**src/rtl/reaction_timer_multi.sv**
```systemverilog
// Multi-round reaction timer: random foreperiod, BCD ms count,
// false-start detection, best-time register and display scan.
module reaction_timer_multi #(
    parameter int          CLKS_PER_MS  = 50000,
    parameter int          DIGITS       = 4,
    parameter int          MIN_DELAY_MS = 1000,
    parameter int          RAND_BITS    = 11,
    parameter int          SCAN_DIV     = 1,
    parameter logic [15:0] LFSR_SEED    = 16'hACE1
) (
    input  logic                        clk,
    input  logic                        rst,
    input  logic                        start_trigger,
    input  logic                        user_trigger,
    input  logic                        show_best,
    output logic                        react,
    output logic                        false_start,
    output logic                        overflow,
    output logic                        best_valid,
    output logic [3:0]                  ms,
    output logic [$clog2(DIGITS)-1:0]   display_select
);

    localparam int PW   = $clog2(CLKS_PER_MS);
    localparam int DMAX = MIN_DELAY_MS + (1 << RAND_BITS) - 1;
    localparam int DW   = (DMAX < 1) ? 1 : $clog2(DMAX + 1);
    localparam int SDW  = (SCAN_DIV > 1) ? $clog2(SCAN_DIV) : 1;
    localparam int SW   = $clog2(DIGITS);
    localparam int RW   = 4 * DIGITS;
    localparam logic [RW-1:0] ALL9 = {DIGITS{4'h9}};

    typedef enum logic [2:0] {
        S_IDLE, S_WAIT, S_REACT, S_SHOW, S_FOUL
    } state_t;

    state_t          state;
    logic [15:0]     lfsr;
    logic [PW-1:0]   presc;
    logic [DW-1:0]   delay;
    logic [RW-1:0]   result;
    logic [RW-1:0]   best;
    logic [RW-1:0]   src;
    logic [SDW-1:0]  scnt;
    logic [SW-1:0]   sel_next;
    logic [DW-1:0]   delay_load;
    logic            tc;

    assign tc         = (presc == PW'(CLKS_PER_MS - 1));
    assign delay_load = DW'(MIN_DELAY_MS) + DW'(lfsr[RAND_BITS-1:0]);
    assign src        = show_best ? best : result;
    assign sel_next   = (display_select == SW'(DIGITS - 1)) ?
                        '0 : display_select + 1'b1;

    // Ripple-carry BCD increment; caller guards the all-9s case.
    function automatic logic [RW-1:0] bcd_inc(input logic [RW-1:0] v);
        logic [RW-1:0] r;
        logic          c;
        r = v;
        c = 1'b1;
        for (int i = 0; i < DIGITS; i++) begin
            if (c) begin
                if (r[i*4 +: 4] == 4'd9) begin
                    r[i*4 +: 4] = 4'd0;
                end else begin
                    r[i*4 +: 4] = r[i*4 +: 4] + 4'd1;
                    c = 1'b0;
                end
            end
        end
        return r;
    endfunction

    // Free-running Fibonacci LFSR, taps 16,14,13,11.
    always_ff @(posedge clk or negedge rst) begin
        if (!rst) begin
            lfsr <= LFSR_SEED;
        end else begin
            lfsr <= {lfsr[14:0], lfsr[15] ^ lfsr[13] ^ lfsr[12] ^ lfsr[10]};
        end
    end

    // Round FSM with prescaler, delay, result, best and status flags.
    always_ff @(posedge clk or negedge rst) begin
        if (!rst) begin
            state       <= S_IDLE;
            presc       <= '0;
            delay       <= '0;
            result      <= '0;
            best        <= ALL9;
            best_valid  <= 1'b0;
            overflow    <= 1'b0;
            react       <= 1'b0;
            false_start <= 1'b0;
        end else begin
            unique case (state)
                S_IDLE, S_SHOW, S_FOUL: begin
                    if (start_trigger) begin
                        state       <= S_WAIT;
                        presc       <= '0;
                        delay       <= delay_load;
                        false_start <= 1'b0;
                        if (state == S_SHOW) begin
                            result   <= '0;
                            overflow <= 1'b0;
                        end
                    end
                end
                S_WAIT: begin
                    if (user_trigger) begin
                        state       <= S_FOUL;
                        false_start <= 1'b1;
                    end else if (tc) begin
                        presc <= '0;
                        if (delay <= DW'(1)) begin
                            state  <= S_REACT;
                            react  <= 1'b1;
                            result <= '0;
                        end else begin
                            delay <= delay - 1'b1;
                        end
                    end else begin
                        presc <= presc + 1'b1;
                    end
                end
                S_REACT: begin
                    if (user_trigger) begin
                        state <= S_SHOW;
                        react <= 1'b0;
                        if (result < best) begin
                            best       <= result;
                            best_valid <= 1'b1;
                        end
                    end else if (tc) begin
                        presc <= '0;
                        if (result == ALL9) begin
                            overflow <= 1'b1;
                        end else begin
                            result <= bcd_inc(result);
                        end
                    end else begin
                        presc <= presc + 1'b1;
                    end
                end
                default: begin
                    state <= S_IDLE;
                    react <= 1'b0;
                end
            endcase
        end
    end

    // Display scan: step the digit index and fetch its digit together.
    always_ff @(posedge clk or negedge rst) begin
        if (!rst) begin
            scnt           <= '0;
            display_select <= '0;
            ms             <= 4'd0;
        end else if (scnt == SDW'(SCAN_DIV - 1)) begin
            scnt           <= '0;
            display_select <= sel_next;
            ms             <= src[{sel_next, 2'b00} +: 4];
        end else begin
            scnt <= scnt + 1'b1;
        end
    end

endmodule

```
**config.mk**
```make
export PLATFORM = sky130hd
export DESIGN_NAME = reaction_timer_multi
export DESIGN_NICKNAME = d
export VERILOG_FILES = /design/src/rtl/reaction_timer_multi.sv
export SDC_FILE = /design/constraint.sdc
export NUM_CORES = 1
export LEC_CHECK = 0
export BUFFER_PORTS_ARGS = -buffer_cell sky130_fd_sc_hd__buf_2
export CAP_MARGIN = 25
export CORE_AREA = 10 10 80 134
export CTS_BUF_LIST = sky130_fd_sc_hd__clkbuf_16
export CTS_CLUSTER_DIAMETER = 200
export DETAILED_ROUTE_END_ITERATION = 7
export DIE_AREA = 0 0 90 144
export PLACE_DENSITY = 0.79
export RECOVER_POWER = 100
export SLEW_MARGIN = 10
export SYNTH_ARGS = -nofsm -noshare
export SYNTH_HDL_FRONTEND = slang
export SYNTH_SLANG_ARGS = --single-unit
export TNS_END_PERCENT = 20
```
**constraint.sdc**
```tcl
create_clock -name clk -period 3.6 [get_ports clk]
set_input_delay 0.18 -clock clk [delete_from_list [all_inputs] [get_ports clk]]
set_output_delay 0.18 -clock clk [all_outputs]
set_load 0.005 [all_outputs]
```
## Word-level counts from Yosys, hierarchy flattened

Cells that the tools add are included.

- Bitwise operators: 4
- Mux-type cells: 65
- Equal/unequal tests: 29
- Shift operators: 1
- Order comparisons: 2
- $add $sub $neg: 9
- Reductions and logical operators: 18

Operators by type and width:

| operator | number |
|---|---|
| two-way mux 16 bit | 12 |
| two-way mux 12 bit | 4 |
| case mux 16 bit (3 select lines) | 1 |
| equality test 16 bit, second input constant | 2 |
| != test 2 bit, second input constant | 16 |
| case mux 16 bit (2 select lines) | 1 |
| AND reduction 10 bit | 3 |
| two-way mux 1 bit | 29 |
| two-way mux 4 bit | 7 |
| case mux 12 bit (2 select lines) | 1 |
| adder 16 x 1 -> 16 bit, second input constant | 1 |
| adder 4 x 1 -> 4 bit, second input constant | 4 |
| equality test 4 bit, second input constant | 4 |
| < comparator 16 bit | 1 |
| indexed part select 16 x 5 -> 4 bit | 1 |
| two-way mux 3 bit | 5 |
| adder 10 x 11 -> 12 bit, first input constant | 1 |
| less-or-equal comparator 12 x 1 -> 1 bit, second input constant | 1 |
| subtractor 12 x 1 -> 12 bit, second input constant | 1 |
| AND reduction 5 bit | 2 |
| case mux 3 bit (3 select lines) | 1 |
| AND reduction 3 bit | 3 |
| AND reduction 9 bit | 1 |
| equality test 3 x 2 -> 1 bit, second input constant | 2 |
| 18 further kinds | 24 |

- Bits in registers: 90
- Output and inout port bits: 10
- Logic and storage cells: 144

## Longest topological paths before layout

Gate-level depths: netlist of the first run.

- Depth in word-level cells: 21
- Gate-level depth with buffers: 9
- Depth with buffers taken out: 8

## Least setup slack after synthesis of the first run

Ideal clock, no wire load.

- Kind: reg-to-reg
- Start: reg presc[4]
- End: reg result[14]
- Clock period less this slack: 2.784 ns
- Arrival: 2.681 ns
- Slack: 0.816 ns
- Setup time: 0.103 ns
- Stages on the path, launching flop included: 8
- Data required time: 3.497 ns
- Cell sequence: dfrtp_1 > or4bb_1 > or4_1 > buf_2 > maj3_2 > or4b_1 > buf_2 > o41ai_2

- Longest elaborated chain between the ends: 3
- Elaborated cells between the ends (all ways): 4

RTL lines:

| what | RTL line | text |
|---|---|---|
| from (decl) | 38 | `logic [PW-1:0] presc;` |
| from (signal assigned) | 122 | `presc <= presc + 1'b1;` |
| from (signal assigned) | 141 | `presc <= presc + 1'b1;` |
| equality test 16 bit * | 48 | `assign tc = (presc == PW'(CLKS_PER_MS - 1));` |
| != test 2 bit (no source line) | n/a |  |
| AND reduction 10 bit (no source line) * | n/a |  |
| to (signal assigned) | 138 | `result <= bcd_inc(result);` |
| to (decl) | 40 | `logic [RW-1:0] result;` |

Every way passes the cells marked *; elsewhere a longest branch is shown, timed or not.
A chain may end at the register's enable or synchronous reset.

## Worst setup path after layout of the first run

- Start: reg presc[4]
- End: reg result[15]

The elaborated chain is that of the path after synthesis.

==> flow_metrics.py, run 1 <==
metrics = {
    "outcome": {
        "status": "complete, but fails checks",
        "violations": "max-capacitance violations, max-slew violations",
    },
    "route": {
        "route.detailed.drc": 0,
        "drt_first_pass_iters": 6,
        "antenna_left": 0,
        "via_per_inst": 6.19,
        "vias": 3866,
        "wl_per_cell_um": 17.8,
        "drt_iter0_markers": 289,
        "postRouteWirelength_um": 11100,
    },
    "critical_path": {
        "path_depth": 7,
        "path_class": "flip-flop to flip-flop",
        "crit_slowest_cell": "or4b_1",
        "cp-start-kind": "flip-flop",
        "worst-path-buf-inv": 1,
        "endpoint_kind": "flip-flop",
        "slowest_delay_ps": 600,
        "arrival_ps": 3360,
        "critPathRequiredTime_ps": 3820,
        "cp_cell_sequence": "or4bb_1, or4_1, clkbuf_1, maj3_1, or4b_1, o21ai_0, o41ai_1",
        "crit_fanout": 7,
        "crit_family": "simple AND/OR/NAND/NOR gates",
        "ff2ff_path_depth": 7,
    },
    "pwr": {
        "ir_drop_mv": 0.281,
        "p_leak_nw": 2.33,
        "power_density_mw_per_mm2": 460,
    },
    "die": {
        "rows": 45,
        "core_region_area_sq_mm": 0.00850,
        "io_pins": 15,
        "die_area_sq_mm": 0.0130,
        "die_w_um": 90,
        "die_y_um": 144,
        "start_util_pct": 58.2,
    },
    "sta": {
        "setup_viol": 0,
        "setup_slack_ps": 459,
        "tightest_slew_ps": 1670,
        "hold_violations": 0,
        "rsz0062_at_grt": "false",
        "max_slew_margin_pct": -11.5,
        "fmax_mhz": 318,
        "fin_crit_sh_pct": 87.3,
        "drv_slew": 68,
        "setup_tns_ps": 0,
        "fin_skew_ps": 6.65,
        "fin_crit_ps": 3140,
    },
    "global_routing": {
        "grt_overflow": 0,
        "globalRouteTotalUtil_pct": 17.6,
        "antenna_found_initial": 0,
        "grt_max_degree": 68,
        "grt_pass1_wl_um": 18600,
        "first_global_vias": 3923,
    },
    "clock_network": {
        "clk_path_buf_depth": 2,
        "cts_tree": "done",
        "clk_pin_slew_ps": 60,
        "htreeDepth": 3,
        "numCtsBuffers": 9,
        "clock_latency_ps": 340,
        "postCtsResizedCells": 0,
        "cts-root-buf": "clkbuf_16",
        "clock-sinks": 89,
    },
    "layout": {
        "fillers": 691,
        "n_antenna_cell": 0,
        "seq_area_sq_mm": 0.00225,
        "area_growth_pct": 10.0,
        "fin_nets": 537,
        "multi_input_area_sq_mm": 0.00255,
        "drive_gt1_share_pct": 12.2,
    },
    "placed_design": {
        "io_buffers": 14,
        "dp_slack_ps": 571,
        "place_congestion": 0.877,
        "hpwl_um": 8020,
    },
    "logic_synthesis": {
        "yosys_warnings": 0,
        "syn-num-nets": 517,
        "ys_types": 60,
        "synth_seq_cells": 89,
        "synth.avg_cell_area_sq_um": 10.2,
        "synthCells": 484,
        "ys_seq_area_share_pct": 45.4,
        "synth_edf_count": 0,
        "async_reset_ff_share_pct": 100,
        "synth_ff_type": "dfrtp_1",
        "synth_area_sq_mm": 0.00495,
    },
    "min_path": {
        "holdCritPathClass": "primary input to flip-flop",
        "worstHoldPathCells": 2,
    },
    "job": {
        "max_cap_violations": 1,
    },
}
## per-stage QoR
step	power, W	cell area [sq um]	utilization (%)	hold slack [ps]	std cells
3_3_place_gp	0.00161	5190	61.1	329	608
5_1_grt	0.00263	5440	64.0	168	625
3_5_place_dp	0.00163	5190	61.1	338	608
6_report	0.00250	5440	64.0	152	625
2_1_floorplan	0.00149	4950	-	-116	484
4_1_cts	0.00252	5480	64.4	137	624
## cell families after synthesis
group / count (synthesis) / share of synthesized area [%]
simple gates: 159 / 16.9
buf+inv: 42 / 3.24
fa+ha+maj: 29 / 7.31
mux: 32 / 8.95
flops: 89 / 45.4
compound gates: 116 / 15.2
xor+xnor: 17 / 3.01
## area by class of cell
type                            count  area share (%)
Sequential cell                    89            41.3
Multi-Input combinational cell    353            46.8
Inverter                           25            1.72
Clock buffer                        9            4.14
Tap cell                          117            2.69
Clock inverter                      6           0.943
Timing Repair Buffer               26            2.39
## worst paths after layout
kind / start / end / slack (ps)
min in group asynchronous: rst / best_valid$_DFFE_PN0P_ / 810
worst min-delay path: start_trigger / overflow$_DFFE_PN0P_ / 150
max in group asynchronous: rst / delay[10]$_DFFE_PN0P_ / 980
worst min register to register: lfsr[14]$_DFF_PN0_ / lfsr[15]$_DFF_PN1_ / 360
worst max register to register: presc[4]$_DFFE_PN0P_ / result[15]$_DFFE_PN0P_ / 460
worst max-delay path: presc[4]$_DFFE_PN0P_ / result[15]$_DFFE_PN0P_ / 460
## cells in the mapped netlist (3+ instances only)
| library cell | instances | area (sq um) |
|---|---|---|
| xor2_1 | 5 | 43.8 |
| o31ai_1 | 10 | 75.1 |
| o41ai_1 | 5 | 43.8 |
| a31oi_1 | 4 | 25.0 |
| nor3_1 | 9 | 45.0 |
| or4_1 | 5 | 37.5 |
| a211oi_1 | 3 | 22.5 |
| inv_1 | 25 | 93.8 |
| dfrtp_1 | 73 | 1830 |
| a22o_1 | 5 | 43.8 |
| mux2_2 | 17 | 191 |
| nand3_1 | 12 | 60.1 |
| a21oi_1 | 21 | 105 |
| clkbuf_1 | 15 | 56.3 |
| dfstp_2 | 16 | 420 |
| ha_1 | 28 | 350 |
| nand2b_1 | 5 | 31.3 |
| o2bb2ai_1 | 3 | 26.3 |
| nand2_1 | 40 | 150 |
| xnor2_1 | 12 | 105 |
| nand4_1 | 5 | 31.3 |
| nor2_1 | 38 | 143 |
| a21o_1 | 4 | 30.0 |
| mux2i_1 | 6 | 60.1 |
| o21ai_1 | 9 | 45.0 |
| nor2b_1 | 8 | 50.1 |
| nor4_1 | 5 | 31.3 |
| o21ai_0 | 35 | 175 |
| and3_1 | 6 | 37.5 |
| nand3b_1 | 5 | 37.5 |
| mux4_2 | 8 | 180 |
## flip-flops by register name, indices dropped and copies added (netlist names)
register,cells
overflow,1
false_start,1
presc,16
delay,12
best,16
result,16
react,1
ms,4
display_select,2
state,3
best_valid,1
lfsr,16
## worst reg2reg max path: stages, from the launching register on
cell and delay [ps]:
dfrtp_1 420, or4bb_1 530, or4_1 540, clkbuf_1 230
maj3_1 390, or4b_1 600, o21ai_0 220, o41ai_1 90
## cell usage in the layout (no fill, tap or decap), drive strengths merged, types with 16 or more instances in the layout
cell type	count
mux2	18
nor2	38
clkbuf	24
nand2	40
o21ai	44
dfrtp	73
ha	28
inv	26
a21oi	21
dfstp	16
## metal layers
metal / global-route usage [%] / vias to the layer above / part of all wire (%)
li1: - / 1811 / -
met1: 17.5 / 1921 / 38
met2: 32.5 / 101 / 55
met3: 3.84 / 33 / 3.7
met4: 11.0 / 0 / 3.8
met5: 0 / - / 0
## repair_timing
action | in CTS | in global routing
buffers inserted | 0 | 0
hold buffers | 1 | 0
endpoints found under the hold margin | 58 | 0
## power breakdown
group	switching [W]	leakage (nW)	total, W	internal, W
Sequential	0.000106	1.12	0.00119	0.00108
Clock	0.000363	0.141	0.000887	0.000523
Combinational	0.000265	1.06	0.000429	0.000163
Power figures use the tool's default switching activity.
==> run 2, diff against run 1 <==
- CORE_AREA: 10 10 80 134 -> 2 2 72 126
- DIE_AREA: 0 0 90 144 -> 0 0 74 128
==> flow_metrics.py, run 2 (synthesis gave the netlist of run 1 again) <==
metrics = {
    "critical_path": {
        "reg2reg_to": "result[14]$_DFFE_PN0P_",
        "reg2reg_slack_ps": 470,
        "arrival_ps": 3370,
        "r2r-start": "presc[5]$_DFFE_PN0P_",
        "crit_fanout": 7,
        "cp-start-kind": "flip-flop",
        "ff2ff_path_depth": 5,
        "endpoint_kind": "flip-flop",
        "path_class": "flip-flop to flip-flop",
        "critPathRequiredTime_ps": 3830,
    },
    "clock_network": {
        "htreeDepth": 3,
        "cts_tree": "done",
        "clock_latency_ps": 350,
        "clk_pin_slew_ps": 60,
        "postCtsResizedCells": 0,
        "cts-root-buf": "clkbuf_16",
        "clock-sinks": 89,
        "cts_setup_buffers": 0,
        "clk_path_buf_depth": 2,
        "numCtsBuffers": 9,
    },
    "global_routing": {
        "grt_max_degree": 47,
        "globalRouteTotalUtil_pct": 24.4,
        "first_global_vias": 3786,
        "grt_pass1_wl_um": 17800,
        "antenna_found_initial": 0,
        "grt_overflow": 0,
    },
    "min_path": {
        "min_to": "overflow$_DFFE_PN0P_",
        "hp-start": "start_trigger",
        "holdCritPathClass": "primary input to flip-flop",
        "worstHoldPathCells": 2,
    },
    "route": {
        "route.detailed.drc": 0,
        "wl_met2_um": 5760,
        "postRouteWirelength_um": 10500,
        "drt_first_pass_iters": 4,
        "wl_per_cell_um": 16.9,
        "wl_met1_um": 4020,
        "antenna_left": 0,
        "vias": 3811,
        "top_layer": "met4",
        "via_per_inst": 6.11,
        "drt_iter0_markers": 215,
        "wl_met3_um": 351,
    },
    "sta": {
        "fin_skew_ps": 6.78,
        "setup_tns_ps": 0,
        "fin_crit_ps": 3130,
        "hold_violations": 0,
        "fmax_mhz": 319,
        "tightest_slew_ps": 2450,
        "fin_crit_sh_pct": 87.0,
        "max_slew_margin_pct": -63.4,
        "drv_slew": 44,
        "setup_viol": 0,
        "rsz0062_at_grt": "false",
    },
    "pwr": {
        "power_density_mw_per_mm2": 472,
        "ir_drop_mv": 0.272,
        "p_leak_nw": 2.34,
    },
    "job": {
        "max_cap_violations": 1,
    },
    "layout": {
        "final_cell_mix": "dfrtp_1, nand2_1, o21ai_0",
        "seq_area_sq_mm": 0.00225,
        "layout_commonest_cell": "dfrtp_1",
        "multi_input_area_sq_mm": 0.00254,
        "n_antenna_cell": 0,
        "area_growth_pct": 11.0,
        "fin_cells": 624,
        "fillers": 667,
        "fin_nets": 536,
        "drive_gt1_share_pct": 13.4,
    },
    "placed_design": {
        "hpwl_um": 7590,
        "place_congestion": 0.864,
        "io_buffers": 14,
        "dpl.cell_count": 608,
    },
    "outcome": {
        "status": "complete, but fails checks",
        "violations": "max-capacitance violations, max-slew violations",
    },
    "die": {
        "start_util_pct": 58.2,
        "rows": 45,
        "die_y_um": 128,
        "die_w_um": 74,
        "die_area_sq_mm": 0.00947,
        "core_region_area_sq_mm": 0.00850,
        "io_pins": 15,
    },
}
[run 2: per-layer routing]
metal,vias up,track usage [%]
met5,-,0
met2,89,42.0
met3,28,4.87
li1,1805,-
met4,0,13.5
met1,1889,27.5
[run 2: worst max-delay path by stage]
| stage | startpoint | end | slack (ps) | cells past startpoint |
|---|---|---|---|---|
| 2_1_floorplan | presc[4]$_DFFE_PN0P_ | result[14]$_DFFE_PN0P_ | 820 | 7 |
| 3_3_place_gp | presc[5]$_DFFE_PN0P_ | result[14]$_DFFE_PN0P_ | 620 | 6 |
| 3_5_place_dp | presc[5]$_DFFE_PN0P_ | result[14]$_DFFE_PN0P_ | 570 | 5 |
| 4_1_cts | presc[5]$_DFFE_PN0P_ | result[14]$_DFFE_PN0P_ | 550 | 5 |
| 5_1_grt | presc[5]$_DFFE_PN0P_ | result[7]$_DFFE_PN0P_ | 270 | 7 |
| 6_report | presc[5]$_DFFE_PN0P_ | result[14]$_DFFE_PN0P_ | 470 | 5 |
[run 2: cell type report]
| type | count | area share [%] |
|---|---|---|
| inverter | 25 | 1.71 |
| clock buffer | 9 | 4.10 |
| multi-input combinational | 353 | 46.3 |
| timing repair buffer | 25 | 2.80 |
| tap | 117 | 2.67 |
| sequential | 89 | 40.9 |
| clock inverter | 6 | 1.53 |
[run 2: stage by stage]
stage	util (%)	hold WS (ps)	power (W)	cell area, sq um	setup slack, ps
6_report	64.6	162	0.00259	5490	469
5_1_grt	64.6	177	0.00272	5490	274
4_1_cts	65.0	137	0.00262	5530	554
3_5_place_dp	61.3	216	0.00163	5210	573
3_3_place_gp	61.0	339	0.00162	5180	615
2_1_floorplan	-	-116	0.00149	4950	816
[run 2: repair_timing]
item                                    in CTS  in global routing
hold endpoints to repair                    36                  0
hold buffers                                 1                  0
endpoints found under the setup margin       0                  0
[run 2: report_power, final]
| part | switching [W] | leakage, nW | total, W | internal, W |
|---|---|---|---|---|
| Clock | 0.000380 | 0.145 | 0.000980 | 0.000600 |
| Combinational | 0.000266 | 1.08 | 0.000436 | 0.000171 |
| Sequential | 0.0000959 | 1.12 | 0.00118 | 0.00108 |
[run 2: worst max-delay path: stages (launching register included)]
cell and delay, ps:
dfrtp_1 450, or4bb_1 520, or4_1 700, maj3_1 400, or4b_1 600, o41ai_1 350
